### config.mk
export PLATFORM = sky130hd
export DESIGN_NAME = dcache_responder
export DESIGN_NICKNAME = d
export VERILOG_FILES = /design/src/rtl/dcache_pkg.sv /design/src/rtl/dcache_load_align.sv /design/src/rtl/dcache_responder.sv
export SDC_FILE = /design/constraint.sdc
export NUM_CORES = 2
export LEC_CHECK = 0
export BUFFER_PORTS_ARGS = -buffer_cell sky130_fd_sc_hd__buf_2
export CAP_MARGIN = 20
export CORE_MARGIN = 2
export CORE_UTILIZATION = 34
export DETAILED_ROUTE_END_ITERATION = 10
export GPL_TIMING_DRIVEN = 0
export PLACE_DENSITY = 0.52
export SYNTH_ARGS = -nofsm -noshare
export SYNTH_HDL_FRONTEND = slang
export SYNTH_SLANG_ARGS = --single-unit
export TNS_END_PERCENT = 30
### constraint.sdc
create_clock -name clk -period 14.23 [get_ports clk]
set_clock_uncertainty 0.05 [all_clocks]
set_input_delay 2.1345 -clock clk [delete_from_list [all_inputs] [get_ports clk]]
set_output_delay 2.1345 -clock clk [all_outputs]
set_load 0.005 [all_outputs]
### src/rtl/dcache_pkg.sv
// Shared definitions for the direct-mapped write-back data cache:
// FSM state encoding, load/store size codes and block geometry.
package dcache_pkg;

  localparam int OFFSET_W = 4;
  localparam int BLOCK_W  = 128;

  typedef enum logic [1:0] {
    IDLE      = 2'd0,
    WRITEBACK = 2'd1,
    FETCH     = 2'd2,
    UPDATE    = 2'd3
  } state_t;

  localparam logic [2:0] F3_B  = 3'b000;
  localparam logic [2:0] F3_H  = 3'b001;
  localparam logic [2:0] F3_W  = 3'b010;
  localparam logic [2:0] F3_BU = 3'b100;
  localparam logic [2:0] F3_HU = 3'b101;

endpackage

### src/rtl/dcache_load_align.sv
// Picks a byte, half or word out of a 32-bit cache word and sign/zero extends it.
module dcache_load_align
  import dcache_pkg::*;
(
  input  logic [31:0] word,
  input  logic [1:0]  byte_sel,
  input  logic [2:0]  fun_3,
  output logic [31:0] data
);

  logic [7:0]  sel_byte;
  logic [15:0] sel_half;

  always_comb begin
    sel_byte = word[{byte_sel, 3'b000} +: 8];
    // Halfword select ignores byte_sel[0]; misaligned halves read the aligned one.
    sel_half = byte_sel[1] ? word[31:16] : word[15:0];
    case (fun_3)
      F3_B:    data = {{24{sel_byte[7]}}, sel_byte};
      F3_H:    data = {{16{sel_half[15]}}, sel_half};
      F3_BU:   data = {24'h0, sel_byte};
      F3_HU:   data = {16'h0, sel_half};
      default: data = word;
    endcase
  end

endmodule

### src/rtl/dcache_responder.sv
// Direct-mapped, write-back, write-allocate data cache at the MEM stage.
// Optional hit/miss counters are built when DCACHE_STATS_EN is defined.
module dcache_responder
  import dcache_pkg::*;
#(
  parameter int NUM_LINES       = 8,
  parameter int WORDS_PER_BLOCK = 4
) (
  input  logic               clk,
  input  logic               reset,
  input  logic               read,
  input  logic               write,
  input  logic [31:0]        address,
  input  logic [31:0]        writedata,
  input  logic [2:0]         fun_3,
  output logic [31:0]        readdata,
  output logic               busywait,
  output logic               mem_read,
  output logic               mem_write,
  output logic [27:0]        mem_address,
  output logic [BLOCK_W-1:0] mem_writedata,
  input  logic [BLOCK_W-1:0] mem_readdata,
  input  logic               mem_busywait,
`ifdef DCACHE_STATS_EN
  output logic [31:0]        hit_count,
  output logic [31:0]        miss_count,
`endif
  output logic [1:0]         fsm_state
);

  localparam int IDX_W  = $clog2(NUM_LINES);
  localparam int TAG_W  = 32 - OFFSET_W - IDX_W;
  localparam int LINE_W = WORDS_PER_BLOCK * 32;

  // Memory handshake: mem_read/mem_write stays high, with address and data stable,
  // until the first cycle mem_busywait is low; that rising edge completes the transfer.
  state_t             state;
  logic [LINE_W-1:0]  data_arr [NUM_LINES];
  logic [TAG_W-1:0]   tag_arr  [NUM_LINES];
  logic [NUM_LINES-1:0] valid, dirty;
  logic [27:0]        miss_blk;
  logic [LINE_W-1:0]  fill_buf;

  logic [IDX_W-1:0]   idx, miss_idx;
  logic [TAG_W-1:0]   tag, miss_tag;
  logic               req, hit;
  logic [LINE_W-1:0]  cur_line, new_line;
  logic [31:0]        cur_word, aligned, rep, merged_word;
  logic [3:0]         be;

  assign idx       = address[OFFSET_W +: IDX_W];
  assign tag       = address[31 -: TAG_W];
  assign miss_idx  = miss_blk[IDX_W-1:0];
  assign miss_tag  = miss_blk[27 -: TAG_W];
  assign req       = read || write;
  assign hit       = valid[idx] && (tag_arr[idx] == tag) && (state == IDLE);
  assign busywait  = req && !hit;
  assign cur_line  = data_arr[idx];
  assign cur_word  = cur_line[{address[3:2], 5'b00000} +: 32];
  assign fsm_state = state;

  dcache_load_align u_align (
    .word     (cur_word),
    .byte_sel (address[1:0]),
    .fun_3    (fun_3),
    .data     (aligned)
  );

  // A simultaneous read and write is served as a write, so no load data.
  assign readdata = (read && !write && hit) ? aligned : 32'h0;

  always_comb begin
    case (fun_3)
      F3_B, F3_BU: begin
        be  = 4'b0001 << address[1:0];
        rep = {4{writedata[7:0]}};
      end
      F3_H, F3_HU: begin
        be  = address[1] ? 4'b1100 : 4'b0011;
        rep = {2{writedata[15:0]}};
      end
      default: begin
        be  = 4'b1111;
        rep = writedata;
      end
    endcase
    merged_word = cur_word;
    for (int i = 0; i < 4; i++) begin
      if (be[i]) merged_word[i*8 +: 8] = rep[i*8 +: 8];
    end
    new_line = cur_line;
    new_line[{address[3:2], 5'b00000} +: 32] = merged_word;
  end

  always_ff @(posedge clk) begin
    if (reset) begin
      state         <= IDLE;
      valid         <= '0;
      dirty         <= '0;
      miss_blk      <= '0;
      mem_read      <= 1'b0;
      mem_write     <= 1'b0;
      mem_address   <= '0;
      mem_writedata <= '0;
    end else begin
      case (state)
        IDLE: begin
          if (req && !hit) begin
            miss_blk <= address[31:4];
            if (valid[idx] && dirty[idx]) begin
              state         <= WRITEBACK;
              mem_write     <= 1'b1;
              mem_address   <= {tag_arr[idx], idx};
              mem_writedata <= data_arr[idx];
            end else begin
              state       <= FETCH;
              mem_read    <= 1'b1;
              mem_address <= address[31:4];
            end
          end else if (write && hit) begin
            dirty[idx] <= 1'b1;
          end
        end
        WRITEBACK: begin
          if (!mem_busywait) begin
            state       <= FETCH;
            mem_write   <= 1'b0;
            mem_read    <= 1'b1;
            mem_address <= miss_blk;
          end
        end
        FETCH: begin
          if (!mem_busywait) begin
            state    <= UPDATE;
            mem_read <= 1'b0;
          end
        end
        UPDATE: begin
          valid[miss_idx] <= 1'b1;
          dirty[miss_idx] <= 1'b0;
          state           <= IDLE;
        end
        default: state <= IDLE;
      endcase
    end
  end

  // Line storage is never cleared; only the valid/dirty bits above reset.
  always_ff @(posedge clk) begin
    if (!reset) begin
      if (state == FETCH && !mem_busywait) fill_buf <= mem_readdata;
      if (state == UPDATE) begin
        data_arr[miss_idx] <= fill_buf;
        tag_arr[miss_idx]  <= miss_tag;
      end else if (write && hit) begin
        data_arr[idx] <= new_line;
      end
    end
  end

`ifdef DCACHE_STATS_EN
  always_ff @(posedge clk) begin
    if (reset) begin
      hit_count  <= 32'h0;
      miss_count <= 32'h0;
    end else begin
      if (req && hit) hit_count <= hit_count + 32'd1;
      if (state == IDLE && req && !hit) miss_count <= miss_count + 32'd1;
    end
  end
`endif

endmodule

# [Yosys cells after proc, flatten, opt, wreduce, memory -nomap -nowiden]
# Memories as Yosys holds them, arrays and structs flattened.
# Index checks and enable logic that the tools add are counted.
[word_totals] reg_bits=332 mem_bits_rw=1224 word_cells=119 memories=2
[mem_list] memory="data_arr" words=8 width=128 read_ports=1 rd_ports_with_merged_regs=0 wr=1 line="dcache_responder.sv:38" text="logic [LINE_W-1:0] data_arr [NUM_LINES];"
[mem_list] memory="tag_arr" words=8 width=25 read_ports=1 rd_ports_with_merged_regs=0 wr=1 line="dcache_responder.sv:39" text="logic [TAG_W-1:0] tag_arr [NUM_LINES];"
[op_classes] addsub=1 n_lt_le_gt_ge=4 eq_ne=14 shift=5 mux=49 n_bitwise=5 n_reduce_logical=30
[op_table] op="$bwmux W128" count=1
[op_table] op="$mux W128" count=1
[op_table] op="$pmux W32 S4" count=1
[op_table] op="$reduce_or A128 Y1" count=1
[op_table] op="$shift A32 B9 Y128 const A" count=1
[op_table] op="$shiftx A128 B8 Y32" count=1
[op_table] op="$shiftx A32 B9 Y128" count=1
[op_table] op="$mux W28" count=3
[op_table] op="$pmux W32 S2" count=1
[op_table] op="$pmux W28 S2" count=1
[op_table] op="$mux W8" count=6
[op_table] op="$mux W32" count=1
[op_table] op="$shiftx A32 B6 Y8" count=1
[op_table] op="$eq A25 B25 Y1" count=1
[op_table] op="$mux W1" count=18
[op_table] op="$mux W16" count=1
[op_table] op="$or A8 B8 Y8" count=2
[op_table] op="$pmux W8 S2" count=1
[op_table] op="$reduce_and A3 Y1" count=4
[op_table] op="$logic_and A1 B1 Y1" count=10
[op_table] op="$ne A2 B2 Y1 const B" count=5
[op_table] op="$neg A7 Y9" count=1
[op_table] op="$and A8 B8 Y8" count=1
[op_table] op="$lt A3 B4 Y1 const B" count=2
[op_table] op="other kinds (28)" count=42

# [Depth between registers and ports, before layout]
[logic_depth] depth_word=11 mapped_depth=18 depth_no_buf=10

# [Cells and area by module]
# A second synthesis with hierarchy kept.
[unflattened] hier_cells=4148 area_unflattened_um2=64441.8
[modules_own_cells] module="dcache_responder" instances=1 cells_each=4030 area_each_um2=63681.1
[modules_own_cells] module="dcache_load_align" instances=1 cells_each=118 area_each_um2=760.7

# [Worst setup path after synthesis]
# Ideal clock, no wire load.
[synth_path] path_kind="input-to-reg" from="input port address[5]" to="memory data_arr[2][0] (netlist name), enable pin" t_arrival_ps=13921 t_required_ps=13377 slack_ps=-544 path_stages=13 n_path_buf=5 path_cell_list="buf_2 -> buf_2 -> mux4_2 -> mux2i_1 -> xor2_1 -> nand3_1 -> nor2_1 -> and4_1 -> buf_2 -> nand3_2 -> buf_2 -> clkbuf_1 -> o31ai_1"
[synth_via] elab_chain_len=11 elab_cells_between_ends=14 classes_between="eq/ne (1); mux (8); reduce/logical (4); memory (1)"
[synth_lines] item="start, declared" line="dcache_responder.sv:13" text="input logic [31:0] address,"
[synth_lines] item="$mem_v2 Z8 W25 / $bmux W1 S3 (equally long branches)"
[synth_lines] item="$eq A25 B25 Y1 / $mux W1 (equally long branches)" line="dcache_responder.sv:56" text="assign hit = valid[idx] && (tag_arr[idx] == tag) && (state == IDLE);"
[synth_lines] item="$logic_and A1 B1 Y1 (2 in a row)" line="dcache_responder.sv:56"
[synth_lines] item="$logic_and A1 B1 Y1" line="dcache_responder.sv:155" text="end else if (write && hit) begin"
[synth_lines] item="$mux W1" line="dcache_responder.sv:155"
[synth_lines] item="$mux W1" line="dcache_responder.sv:152" text="if (state == UPDATE) begin"
[synth_lines] item="$mux W1" line="dcache_responder.sv:150" text="if (!reset) begin"
[synth_lines] item="$mux W1 (implied by the code)" line="dcache_responder.sv:156" text="data_arr[idx] <= new_line;"
[synth_lines] item="$reduce_or A128 Y1 (no line)"
[synth_lines] item="$mux W3 (no line) / $mux W1 (equally long branches)"
[synth_lines] item="end, declared" line="dcache_responder.sv:38"
# Several ways; a longest one is shown, not always the timed one. The select of a mux whose other input is x is not followed.

# [Final worst setup path]
[layout_path] from="input port address[5]" to="output port readdata[1]"
[layout_via] elab_chain_len=6 elab_cells_between_ends=13 classes_between="eq/ne (1); shift (2); mux (5); reduce/logical (3); memory (2)"
[layout_lines] item="branches (longest 5 deep; another with $mem_v2 Z8 W128)"
[layout_lines] item="$mux W32 *" line="dcache_responder.sv:70" text="assign readdata = (read && !write && hit) ? aligned : 32'h0;"
[layout_lines] item="end, declared" line="dcache_responder.sv:16" text="output logic [31:0] readdata,"
# Mark *: on every way between the ends. The select of a mux whose other input is x is not followed.

==> flow_summary.toml <==
[critical_path]
start_kind = "input pin"
critPathMaxFanout = 10
crit_type = "in2out"
cp-end-kind = "primary output"
crit_required_ns = 12.05
arrival_ns = 7.89

[sta]
worst_pin_slew_ns = 1.30
slew_violations = 0
maxSlewHeadroom_pct = 13.2
hold_viol_final = 0
grt_setup_unrepaired = "false"
max_freq_mhz = 99.2
period_share_pct = 70.8
setup_ws_ns = 4.15
setup_violations = 0
min_period_ns = 10.08
fin_tns_setup_ns = 0

[floorplanning]
rows = 157
die-area_sq_mm = 0.186
die_w_um = 432
num_io_pins = 393
start_util_pct = 34.1
core-area_sq_mm = 0.182
die_h_um = 432

[clock_tree]
clock-sinks = 1556
holdBufCountCts = 0
htreeDepth = 4
clock_latency_ns = 0.85
cts_buffer_depth = 3
clkTransAtPathRegs_ns = 0.06
postCtsSetupRepairBufs = 0
cts_tree = "done"
cts-root-buf = "clkbuf_16"
numCtsBuffers = 170
cts_resized = 0

[drt]
drc = 0
wl_per_cell_um = 37.2
drtIter0Drc = 5689
vias = 42600
totalWireLength_um = 267000
firstDrtPassIters = 6
via_per_inst = 5.93
ant_nets = 0

[yosys]
synth_enable_flop_cells = 1352
synth_compound_area_share_pct = 12.2
syn-instance-count = 3967
ys_types = 91
synthAdderAreaFrac_pct = 0.181
synthMuxAreaShare_pct = 8.37
synth_top_family_by_area = "compound AO/OA/AOI/OAI gates"
synth-seq-cells = 1556
syn_area_per_cell_sq_um = 15.7
yosys.area_share.simple_pct = 4.61
ys.flop_type = "edfxtp_1"
syn_area_sq_mm = 0.0622
synth-async-reset-ratio_pct = 0
ys_seq_area_share_pct = 71.8
synth_nets = 4176
synth_warnings = 0
synth-xor-area-share_pct = 0.155

[placement]
port_buffers = 388
hpwlAfterDp_um = 192000
place.gp.congestion = 1.00
place_ws_ns = 4.41
placed_cell_area_sq_mm = 0.0692

[global_routing]
grt_max_degree = 27
antenna_found_initial = 19
grt_use_total_pct = 28.1
grt-ovfl-total = 0
grt_pass1_wl_um = 355000
grt_pass1_vias = 40500

[cells_and_area]
drive_gt1_share_pct = 24.3
fin_area_sq_mm = 0.0750
post-route-util_pct = 41.1
area_growth_pct = 20.5
nets = 4855

[power]
peakVddDrop_mv = 0.0885
power_leakage_nw = 25.4
fin_total_pwr_mw = 10.5
power_density_mw_per_mm2 = 140

[min_path]
hp-class = "reg2reg"

[job]
drv_cap = 0

[outcome]
outcome = "completed"
[sequential cells by signal (all words and copies together), names as in the netlist]
register / count
mem_read: 1
miss_blk: 28
fsm_state: 2
data_arr: 1024
dirty: 8
mem_write: 1
mem_writedata: 128
mem_address: 28
tag_arr: 200
fill_buf: 128
valid: 8
[layout by cell type (no fill, tap or decap), types with 18 or more instances in the layout]
master     count
mux2_2       174
nand3_1       21
o22ai_1      171
inv_1         28
a211oi_1     159
clkinv_1      24
buf_16        19
nor2_1       274
a22oi_1      219
a21oi_1       85
clkbuf_16    172
mux4_2        54
clkinv_2      31
buf_8         42
a22o_1        94
clkbuf_1     187
buf_6         42
mux2i_1      178
nand2_1      104
a221o_1       18
a221oi_1     102
nand2b_1      22
buf_12        36
buf_2        459
edfxtp_1    1352
o21ai_0       53
bufinv_16     18
dfxtp_1      204
buf_1         26
nor3_1        25
and3_1        70
buf_4         27
[power by group]
part	switching (mW)	leakage (nW)	internal, mW
clock network	1.90	2.76	2.62
logic	0.628	8.80	0.276
registers	0.0599	13.9	5.01
[cell type report]
type | count | area [sq um]
fillers | 16800 | 108000
flip-flops and latches | 1556 | 44700
multi-input cells | 2077 | 16000
clock buffers | 224 | 4600
repair buffers | 507 | 3990
well taps | 2385 | 2980
plain buffers | 295 | 1550
clock inverters | 93 | 1060
inverters | 39 | 146
diodes | 8 | 20.0
[synthesized netlist by cell type (11+ instances only)]
cell type | number | share of area [%]
a211oi_1 | 159 | 1.9
a21o_1 | 17 | 0.21
a21oi_1 | 87 | 0.70
a221o_1 | 18 | 0.29
a221oi_1 | 102 | 1.4
a22o_1 | 94 | 1.3
a22oi_1 | 220 | 2.7
and3_1 | 70 | 0.70
buf_1 | 27 | 0.16
buf_2 | 66 | 0.53
buf_4 | 21 | 0.25
buf_6 | 29 | 0.52
clkbuf_1 | 147 | 0.89
dfxtp_1 | 204 | 6.6
edfxtp_1 | 1352 | 65
inv_1 | 34 | 0.21
mux2_1 | 17 | 0.31
mux2_2 | 174 | 3.1
mux2i_1 | 178 | 2.9
mux4_2 | 54 | 2.0
nand2_1 | 104 | 0.63
nand2b_1 | 22 | 0.22
nand3_1 | 21 | 0.17
nand4_1 | 17 | 0.17
nor2_1 | 276 | 1.7
nor2b_1 | 14 | 0.14
nor3_1 | 26 | 0.21
o211ai_1 | 11 | 0.13
o21ai_0 | 56 | 0.45
o22ai_1 | 173 | 1.7
or3_1 | 14 | 0.14
[stage by stage]
step                      instances  hold slack, ns
after CTS                      7167           0.403
after global routing           7178           0.414
after global placement         6740           0.380
after detailed placement       6850           0.389
after floorplan                3967           0.371
final                          7184           0.399
[metal layers]
| layer | part of all wire (%) | routed length, um | up-vias | track usage (%) |
|---|---|---|---|---|
| li1 | - | - | 17400 | - |
| met1 | 37 | 99600 | 21900 | 34.4 |
| met2 | 45 | 121000 | 2590 | 43.8 |
| met3 | 9.0 | 24200 | 692 | 6.76 |
| met4 | 8.3 | 22200 | 4 | 19.6 |
| met5 | 0.0079 | 21 | - | 0 |
[critical path: stages]
cell and delay, ns:
buf_2 0.18, buf_6 0.22, and3b_1 0.18, clkbuf_1 0.80, buf_2 0.49, buf_1 0.58
clkbuf_1 0.87, a22oi_1 0.62, mux4_2 0.67, nand2b_1 0.17, a31oi_1 0.69, buf_2 0.24
[worst paths after layout]
check	startpoint	endpoint	slack (ns)	depth (start not counted)
setup / recovery	address[5]	readdata[1]	4.15	12
hold / removal	valid[2]	valid[2]	0.40	1
setup reg to reg	tag_arr[2][8]	data_arr[2][116]	8.25	16
hold reg to reg	valid[2]	valid[2]	0.40	1
[cells by family after synthesis]
group / Yosys count
DFF: 1556
AOI/OAI and AO/OA: 1026
and+or+nand+nor: 605
muxes: 426
buffers and inverters: 334
xor gates and xnor gates: 11
adders and majority gates: 9
Power figures use the tool's default switching activity.
